$ cat src/rtl/round_robin_arbiter_if.sv
// Request/grant bundle between the requesters and the round-robin arbiter.
// master drives request and grantReady; slave (the arbiter) returns the registered grant.
interface round_robin_arbiter_if #(
  parameter int REQUESTERS = 8
);
  logic [REQUESTERS-1:0] request;
  logic                  grantReady;
  logic                  grantValid;
  logic [REQUESTERS-1:0] grantOneHot;

  modport master (
    output request,
    output grantReady,
    input  grantValid,
    input  grantOneHot
  );

  modport slave (
    input  request,
    input  grantReady,
    output grantValid,
    output grantOneHot
  );
endinterface

$ cat src/rtl/round_robin_arbiter.sv
// Round-robin arbiter with a registered one-hot grant held until downstream accepts it.
//   state      | meaning
//   ST_IDLE    | no grant held, arbitrate from ptr every cycle
//   ST_GRANT   | grant held; on grantReady advance ptr past winner and re-arbitrate
module round_robin_arbiter #(
  parameter int REQUESTERS = 8
) (
  input  logic                       clk,
  input  logic                       reset_n,
  round_robin_arbiter_if.slave       arb
);
  localparam int PW = $clog2(REQUESTERS);
  localparam logic [PW:0]             NREQ = (PW+1)'(REQUESTERS);
  localparam logic [PW-1:0]           LAST = PW'(REQUESTERS - 1);
  localparam logic [REQUESTERS-1:0]   ONE  = REQUESTERS'(1);

  localparam logic [0:0] ST_IDLE  = 1'b0;
  localparam logic [0:0] ST_GRANT = 1'b1;

  logic [0:0]              state;
  logic [PW-1:0]           ptr;
  logic [REQUESTERS-1:0]   grant_q;
  logic                    valid_q;

  logic                    accept;
  logic [PW-1:0]           gidx;
  logic [PW-1:0]           base;
  logic [2*REQUESTERS-1:0] req_dbl;
  logic [REQUESTERS-1:0]   req_rot;
  logic                    found;
  logic [PW-1:0]           off;
  logic [PW:0]             sum;
  logic [PW:0]             sum_wrap;
  logic [PW-1:0]           win;
  logic [REQUESTERS-1:0]   win_oh;

  assign accept = (state == ST_GRANT) && arb.grantReady;

  // On accept the search starts just past the granted index, so the winner
  // of a held grant only becomes eligible again after everyone else ahead of it.
  always_comb begin
    gidx = '0;
    for (int i = 0; i < REQUESTERS; i++) begin
      if (grant_q[i]) gidx = i[PW-1:0];
    end
    base = ptr;
    if (accept) base = (gidx == LAST) ? '0 : gidx + 1'b1;
  end

  // Rotate the request vector so index base sits at bit 0, then take the lowest set bit.
  always_comb begin
    req_dbl = {arb.request, arb.request};
    req_rot = req_dbl[base +: REQUESTERS];
    found   = 1'b0;
    off     = '0;
    for (int i = REQUESTERS - 1; i >= 0; i--) begin
      if (req_rot[i]) begin
        found = 1'b1;
        off   = i[PW-1:0];
      end
    end
    sum      = {1'b0, base} + {1'b0, off};
    sum_wrap = sum - NREQ;
    win      = (sum >= NREQ) ? sum_wrap[PW-1:0] : sum[PW-1:0];
    win_oh   = found ? (ONE << win) : '0;
  end

  always_ff @(posedge clk) begin
    if (!reset_n) begin
      state   <= ST_IDLE;
      ptr     <= '0;
      grant_q <= '0;
      valid_q <= 1'b0;
    end else begin
      case (state)
        ST_IDLE: begin
          if (found) begin
            state   <= ST_GRANT;
            grant_q <= win_oh;
            valid_q <= 1'b1;
          end
        end
        ST_GRANT: begin
          if (arb.grantReady) begin
            ptr <= base;
            if (found) begin
              grant_q <= win_oh;
              valid_q <= 1'b1;
            end else begin
              state   <= ST_IDLE;
              grant_q <= '0;
              valid_q <= 1'b0;
            end
          end
        end
        default: begin
          state   <= ST_IDLE;
          grant_q <= '0;
          valid_q <= 1'b0;
        end
      endcase
    end
  end

  assign arb.grantOneHot = grant_q;
  assign arb.grantValid  = valid_q;
endmodule

$ cat src/flat_wrapper.sv
// flat-port wrapper written by rule: the top's interface ports become plain ports
module round_robin_arbiter_flat 
#(
  parameter int REQUESTERS = 8
)
  (clk, reset_n, arb_request, arb_grantReady, arb_grantValid, arb_grantOneHot);
  round_robin_arbiter_if #(.REQUESTERS(REQUESTERS)) arb_i ();
  input  logic clk;
  input  logic reset_n;
  input wire logic [$bits(arb_i.request)-1:0] arb_request;
  input wire logic [$bits(arb_i.grantReady)-1:0] arb_grantReady;
  output wire logic [$bits(arb_i.grantValid)-1:0] arb_grantValid;
  output wire logic [$bits(arb_i.grantOneHot)-1:0] arb_grantOneHot;
  assign arb_i.request = arb_request;
  assign arb_i.grantReady = arb_grantReady;
  assign arb_grantValid = arb_i.grantValid;
  assign arb_grantOneHot = arb_i.grantOneHot;
  round_robin_arbiter #(.REQUESTERS(REQUESTERS)) u_core (.clk(clk), .reset_n(reset_n), .arb(arb_i));
endmodule
$ cat config.mk
export PLATFORM = sky130hd
export DESIGN_NAME = round_robin_arbiter_flat
export DESIGN_NICKNAME = d
export VERILOG_FILES = /design/src/rtl/round_robin_arbiter_if.sv /design/src/rtl/round_robin_arbiter.sv /design/src/flat_wrapper.sv
export SDC_FILE = /design/constraint.sdc
export NUM_CORES = 1
export LEC_CHECK = 0
export CAP_MARGIN = 20
export CORE_MARGIN = 2
export CORE_UTILIZATION = 43
export DETAILED_ROUTE_END_ITERATION = 6
export PLACE_DENSITY_LB_ADDON = 0.05
export SYNTH_ARGS = -nofsm -noshare
export SYNTH_HDL_FRONTEND = slang
export SYNTH_SLANG_ARGS = --single-unit
export TNS_END_PERCENT = 20
$ cat constraint.sdc
create_clock -name clk -period 9.4 [get_ports clk]
set_clock_uncertainty 0.2 [all_clocks]
set_input_delay 2.82 -clock clk [delete_from_list [all_inputs] [get_ports clk]]
set_output_delay 2.82 -clock clk [all_outputs]
set_load 0.05 [all_outputs]
==> key figures, run 1 <==
Yosys
  – Synth unique cells: 45
  – Syn Nets: 153
  – Seq cells post-synth: 13
  – Leading area contributor after synthesis: dfxtp_1
  – Ys Warns: 0
  – Syn_area_per_cell: 8.37 um^2
  – Top FF cell, synth: dfxtp_1
  – Post-Synthesis Cells: 139
  – Mapped Area: 1160 um^2
  – Share of the synthesized area in the top cell type: 22.4%
  – Asr flop ratio synth: 0%
  – Seq/Total Area, Yosys: 22.4%
  – Number of synthesized flops with an enable pin: 0
  – Area contributors post-synth: dfxtp_1 22%, a22oi_1 7.7%, nand2_1 6.8%, o21ai_4 4.2%, o21ai_0 3.4%

Worst setup path
  – Crit-path max FO: 11
  – Worst Path Arrival: 6420 ps
  – Critical Path Start Type: primary input
  – Critical path class: in2reg
  – CP required: 9410 ps
  – CP Capture Type: register

Floorplanning
  – Row cnt: 18
  – Chip width: 56.0 um
  – # IOs: 20
  – Die area: 3140 um^2
  – Vert. Die Dim: 56.0 um
  – Core Area: 2520 um^2
  – Initial core utilization: 46.1%

Clock network
  – # clock sinks: 13
  – Post-CTS setup buffers: 0
  – Post_cts resized: 0
  – CTS tree: done
  – Clock slew at reported path FFs: 70 ps
  – Hold_buf cts: 0
  – Clock latency at the later pin of the worst-skew pair: 270 ps
  – Clk root buf: clkbuf_4
  – CTS max path bufs: 2
  – Cts bufs inserted: 3
  – H-tree depth: 1

Final layout
  – Reg area: 260 um^2
  – Share of cells above drive strength 1: 9.43%
  – Fillers: 241
  – Area of the multi-input gates: 865 um^2
  – Final std cells w/o fill: 189
  – Layout area overhead: 18.8%
  – ANT cells: 0
  – Nets: 174

Detailed routing
  – Drt pass-1 iters: 4
  – Via/cell ratio: 5.97
  – Drt first-iter violations: 58
  – DRT antenna net count: 0
  – DR vias: 1129
  – # DRC: 0
  – Wire length per cell: 14.2 um
  – Post-Route WL: 2690 um

Global route
  – Gr usage total: 17.9%
  – Vias in the first global route: 971
  – Largest net degree at the start of global routing: 12
  – Grt ovf: 0
  – First-pass GRT wire length: 4490 um
  – Initial antenna violation count: 0

Placement
  – IO buf count: 19
  – Dpl cells: 185
  – Dpl hpwl: 2160 um
  – Final Wtd Congestion: 0.855
  – Pre-CTS WS: 2760 ps

STA
  – Tightest Pin Transition: 855 ps
  – Max-slew headroom: 43.0%
  – Max-slew violations: 0
  – Min Hold Slack: 277 ps
  – RSZ-0062 raised after global routing: false
  – Final worst slack: 2990 ps
  – Crit path time final: 6410 ps
  – Period utilisation layout: 68.2%
  – Final hold vios: 0
  – Setup TNS Final: 0 ps
  – Fmax: 156 MHz
  – Final setup violation count: 0

Power
  – Pwr/cell area: 367 nW/um^2
  – Final Total Pwr: 0.507 mW
  – Max IR drop VDD: 0.222 mV
  – Pleak: 0.500 nW

Status
  – Status: finished, final reports clean

Hold path
  – Hold Crit Class: reg2reg

Job
  – Max cap viols: 0
-- critical path, cell delays in order --
cell and delay (ps):
clkdlybuf4s50_1 540, nand2_2 180, nor3_1 60, a32oi_1 670, inv_1 210, a211o_1 310
o21ai_0 70, a21oi_1 90, o21ai_0 190, fa_1 450, nand2b_1 170, or4b_1 540
o21ai_1 130
-- kinds of logic after synthesis --
group / after synthesis / synth area share [%]
compound gates: 52 / 36.9
xor+xnor: 3 / 2.90
fa+ha+maj: 3 / 3.87
buf+inv: 4 / 3.33
flops: 13 / 22.4
mux: 3 / 3.01
simple gates: 61 / 27.6
-- layout by cell type, fill, tap and decap left out, types with 2 or more instances in the layout --
master | netlist | routed
clkdlybuf4s50_1 | 0 | 19
o21ai_1 | 6 | 6
ha_1 | 2 | 2
a211o_1 | 2 | 2
dfxtp_1 | 13 | 13
nor3_1 | 3 | 3
clkbuf_4 | 0 | 3
nor2_1 | 8 | 8
nand3_1 | 3 | 3
nor2b_1 | 6 | 6
o211ai_1 | 2 | 2
a22oi_2 | 2 | 2
and2_1 | 2 | 2
a22oi_1 | 12 | 12
nand4_1 | 2 | 2
mux2i_1 | 2 | 2
and2_4 | 2 | 2
xnor2_1 | 2 | 2
nor4b_1 | 2 | 2
a21oi_1 | 4 | 4
nand2_1 | 21 | 21
nand4b_1 | 2 | 2
a22o_1 | 4 | 4
o21ai_4 | 3 | 3
nand2b_1 | 5 | 5
o21ai_0 | 8 | 8
-- per-layer routing --
layer | vias up | wire [um] | track usage (%)
li1 | 572 | - | -
met1 | 524 | 1330 | 25.0
met2 | 29 | 1230 | 27.7
met3 | 4 | 104 | 3.72
met4 | 0 | 25 | 5.10
met5 | - | 0 | 0
-- layout make-up --
type / count / area share (%)
inverters: 1 / 0.271
well taps: 30 / 2.71
clock buffers: 4 / 1.90
repair buffers: 19 / 13.8
multi-input cells: 122 / 62.5
flip-flops and latches: 13 / 18.8
-- stage by stage --
| stage | util, % | area [um^2] |
|---|---|---|
| floorplan | - | 1160 |
| global placement | 53.8 | 1360 |
| detailed placement | 53.8 | 1360 |
| CTS | 54.8 | 1380 |
| global route | 54.8 | 1380 |
| finish | 54.8 | 1380 |
-- power breakdown --
group	switching [mW]	total [mW]	internal (mW)	leakage, nW
clock network	0.0165	0.0329	0.0164	0.0150
logic	0.240	0.393	0.153	0.379
registers	0.0127	0.0813	0.0686	0.106
-- registers in the layout (all words and copies together) (netlist names) --
name and cells:
u_core.arb.grantOneHot 8, u_core.ptr 3, u_core.arb.grantValid 1, u_core.state 1
-- cells in the mapped netlist (2+ instances only) --
| cell | count |
|---|---|
| o21ai_4 | 3 |
| nand2b_1 | 5 |
| a21oi_1 | 4 |
| and2_4 | 2 |
| a22o_1 | 4 |
| ha_1 | 2 |
| nor2_1 | 8 |
| dfxtp_1 | 13 |
| and2_1 | 2 |
| mux2i_1 | 2 |
| nor4b_1 | 2 |
| nand3_1 | 3 |
| nand4b_1 | 2 |
| a22oi_2 | 2 |
| a211o_1 | 2 |
| xnor2_1 | 2 |
| nand4_1 | 2 |
| nand2_1 | 21 |
| nor2b_1 | 6 |
| nor3_1 | 3 |
| o21ai_0 | 8 |
| o211ai_1 | 2 |
| o21ai_1 | 6 |
| a22oi_1 | 12 |
-- worst paths after layout --
| check | startpoint | to | slack, ps | depth (start not counted) |
|---|---|---|---|---|
| worst max-delay path | arb_grantReady | u_core.arb.grantOneHot[2] | 2990 | 13 |
| worst min-delay path | u_core.arb.grantOneHot[3] | u_core.arb.grantOneHot[3] | 280 | 2 |
| worst max register to register | u_core.arb.grantOneHot[1] | u_core.arb.grantOneHot[2] | 4990 | 16 |
| worst min register to register | u_core.arb.grantOneHot[3] | u_core.arb.grantOneHot[3] | 280 | 2 |
No activity file was read; power rests on OpenSTA's default activity.
==> inputs of run 2 (changes only) <==
==> constraint.sdc (replaced) <==
create_clock -name clk -period 5.5 [get_ports clk]
set_clock_uncertainty 0.2 [all_clocks]
set_input_delay 1.65 -clock clk [delete_from_list [all_inputs] [get_ports clk]]
set_output_delay 1.65 -clock clk [all_outputs]
set_load 0.05 [all_outputs]
==> run 2 against run 1 <==
Effect of this change: cell count is 0.53% higher; flip-flop and latch count unchanged; die area did not move; via count barely moved; critical path type unchanged; global-route usage rose by 0.66 points; setup slack got worse by 2600 ps.
==> key figures, run 2 (synthesis gave the netlist of run 1 again) <==
Status
  – Status: finished, final reports clean (unchanged)

Final layout
  – Layout area overhead: 19.5% (was 18.8%)
  – Fillers: 241 (unchanged)
  – ANT cells: 0 (unchanged)
  – Layout Utilization: 55.1% (was 54.8%)
  – Share of cells above drive strength 1: 10.0% (was 9.43%)
  – Max FFs per register: 8 (unchanged)
  – Nets: 175 (was 174)
  – Finished Cell Area: 1390 um^2 (was 1380 um^2)
  – Commonest non-fill, non-tap cell in the layout: nand2_1 (unchanged)
  – Most frequent cells in the layout: 21 x nand2_1, 19 x clkdlybuf4s50_1, 13 x dfxtp_1 (unchanged)

Worst setup path
  – Top Family by Delay on Critical Path: simple AND/OR/NAND/NOR gates (was compound AO/OA/AOI/OAI gates)
  – CP required: 5510 ps (was 9410 ps)
  – Crit-path max FO: 8 (was 11)
  – Critical path class: in2reg (unchanged)
  – CP max stage delay: 640 ps (was 670 ps)
  – CP Capture Type: register (unchanged)
  – Worst-path cell chain: clkdlybuf4s50_1 -> nand2_2 -> o31ai_4 -> a22oi_1 -> nand2_1 -> nor3_1 -> o31a_1 -> o21ai_0 -> nand4_1 -> fa_1 -> nand2b_1 -> or4b_1 -> o21ai_1 (was clkdlybuf4s50_1 -> nand2_2 -> nor3_1 -> a32oi_1 -> inv_1 -> a211o_1 -> o21ai_0 -> a21oi_1 -> o21ai_0 -> fa_1 -> nand2b_1 -> or4b_1 -> o21ai_1)
  – Worst Path Arrival: 5150 ps (was 6420 ps)
  – Buf+Inv Stages, Crit Path: 1 (was 2)
  – Worst path slowest cell: clkdlybuf4s50_1 (was a32oi_1)
  – Critical Path Start Type: primary input (unchanged)

Clock network
  – Post-CTS setup buffers: 0 (unchanged)
  – CTS tree: done (unchanged)
  – CTS max path bufs: 2 (unchanged)
  – Hold_buf cts: 0 (unchanged)
  – Clock latency at the later pin of the worst-skew pair: 270 ps (about the same)
  – Cts bufs inserted: 3 (unchanged)
  – Clock slew at reported path FFs: 70 ps (about the same)
  – H-tree depth: 1 (unchanged)
  – Post_cts resized: 0 (unchanged)
  – # clock sinks: 13 (unchanged)
  – Clk root buf: clkbuf_4 (unchanged)

Power
  – Comb pwr share: 77.7% (was 77.5%)
  – Pint: 0.411 mW (was 0.238 mW)
  – Clk pwr share: 6.5% (about the same)
  – Pwr/cell area: 629 nW/um^2 (was 367 nW/um^2)
  – Sequential power share: 15.9% (was 16.0%)
  – Max IR drop VDD: 0.369 mV (was 0.222 mV)
  – NetSw: 0.464 mW (was 0.269 mW)
  – Pleak: 0.505 nW (was 0.500 nW)
  – Sw frac: 53.0% (about the same)

Floorplanning
  – Die area: 3140 um^2 (unchanged)
  – Initial core utilization: 46.1% (unchanged)
  – Chip width: 56.0 um (unchanged)
  – Row cnt: 18 (unchanged)
  – Vert. Die Dim: 56.0 um (unchanged)
  – # IOs: 20 (unchanged)
  – Core Area: 2520 um^2 (unchanged)

Hold path
  – Hold Crit Class: reg2reg (unchanged)

Placement
  – IO buf count: 19 (unchanged)
  – Dpl cell area: 1360 um^2 (about the same)
  – Dpl hpwl: 2180 um (was 2160 um)
  – Final Wtd Congestion: 0.967 (was 0.855)

Detailed routing
  – DR vias: 1128 (was 1129)
  – Post-Route WL: 2740 um (was 2690 um)
  – Via/cell ratio: 5.94 (was 5.97)
  – Drt pass-1 iters: 4 (unchanged)
  – DRT antenna net count: 0 (unchanged)
  – Drt first-iter violations: 55 (was 58)
  – # DRC: 0 (unchanged)
  – Wire length per cell: 14.4 um (was 14.2 um)

Global route
  – Largest net degree at the start of global routing: 11 (was 12)
  – Gr usage total: 18.6% (was 17.9%)
  – First-pass GRT wire length: 4800 um (was 4490 um)
  – Grt ovf: 0 (unchanged)
  – Initial antenna violation count: 0 (unchanged)
  – Vias in the first global route: 1039 (was 971)

STA
  – Fmax: 195 MHz
  – Final hold vios: 0 (unchanged)
  – Period utilisation layout: 93.5%
  – Setup TNS Final: 0 ps (unchanged)
  – Min Hold Slack: 275 ps (was 277 ps)
  – Crit path time final: 5140 ps
  – Tightest Pin Transition: 501 ps (was 855 ps)
  – Max-slew violations: 0 (unchanged)
  – Final setup violation count: 0 (unchanged)
  – Max-slew headroom: 66.5% (was 43.0%)
  – RSZ-0062 raised after global routing: false (unchanged)

Job
  – Max cap viols: 0 (unchanged)
[run 2: layout make-up]
cell class | count | area (um^2) | area share, %
clock buffers | 4 | 26.3 | 1.89
inverters | 1 | 3.75 | 0.270
multi-input cells | 122 | 865 | 62.2
flip-flops and latches | 13 | 260 | 18.7
well taps | 30 | 37.5 | 2.70
repair buffers | 20 | 198 | 14.2
[run 2: through the flow]
stage                     std cells  setup WS [ps]  power (mW)
final                           190            359       0.875
after global placement          186            155       0.813
after global routing            190            142       0.958
after detailed placement        186           83.0       0.816
after floorplan                 139           1000       0.674
after CTS                       190            363       0.875
[run 2: final timing paths]
check | startpoint | endpoint | slack (ps) | cells past startpoint
hold reg to reg | u_core.arb.grantOneHot[1] | u_core.arb.grantOneHot[1] | 270 | 2
hold / removal | u_core.arb.grantOneHot[1] | u_core.arb.grantOneHot[1] | 270 | 2
setup / recovery | arb_grantReady | u_core.arb.grantOneHot[2] | 360 | 13
setup reg to reg | u_core.arb.grantOneHot[1] | u_core.arb.grantOneHot[2] | 1060 | 16
[run 2: power by group through the flow]
| stage | clock (mW) | sequential, mW | combinational (mW) |
|---|---|---|---|
| 3_3_place_gp | 0 | 0.140 | 0.672 |
| 2_1_floorplan | 0 | 0.185 | 0.490 |
| 6_report | 0.0564 | 0.139 | 0.679 |
| 5_1_grt | 0.0651 | 0.143 | 0.750 |
| 4_1_cts | 0.0576 | 0.139 | 0.678 |
| 3_5_place_dp | 0 | 0.141 | 0.674 |
[run 2: layer usage]
| metal | wire length (um) | vias up | track usage (%) |
|---|---|---|---|
| met5 | 0 | - | 0 |
| met4 | 0 | 0 | 3.06 |
| met3 | 126 | 0 | 3.72 |
| met2 | 1300 | 33 | 30.6 |
| met1 | 1320 | 525 | 25.4 |
| li1 | - | 570 | - |
[run 2: tightest hold or removal path, stage by stage, from the launching register on]
cell and delay (ps):
dfxtp_1 330, nand2_1 60, o21ai_1 50
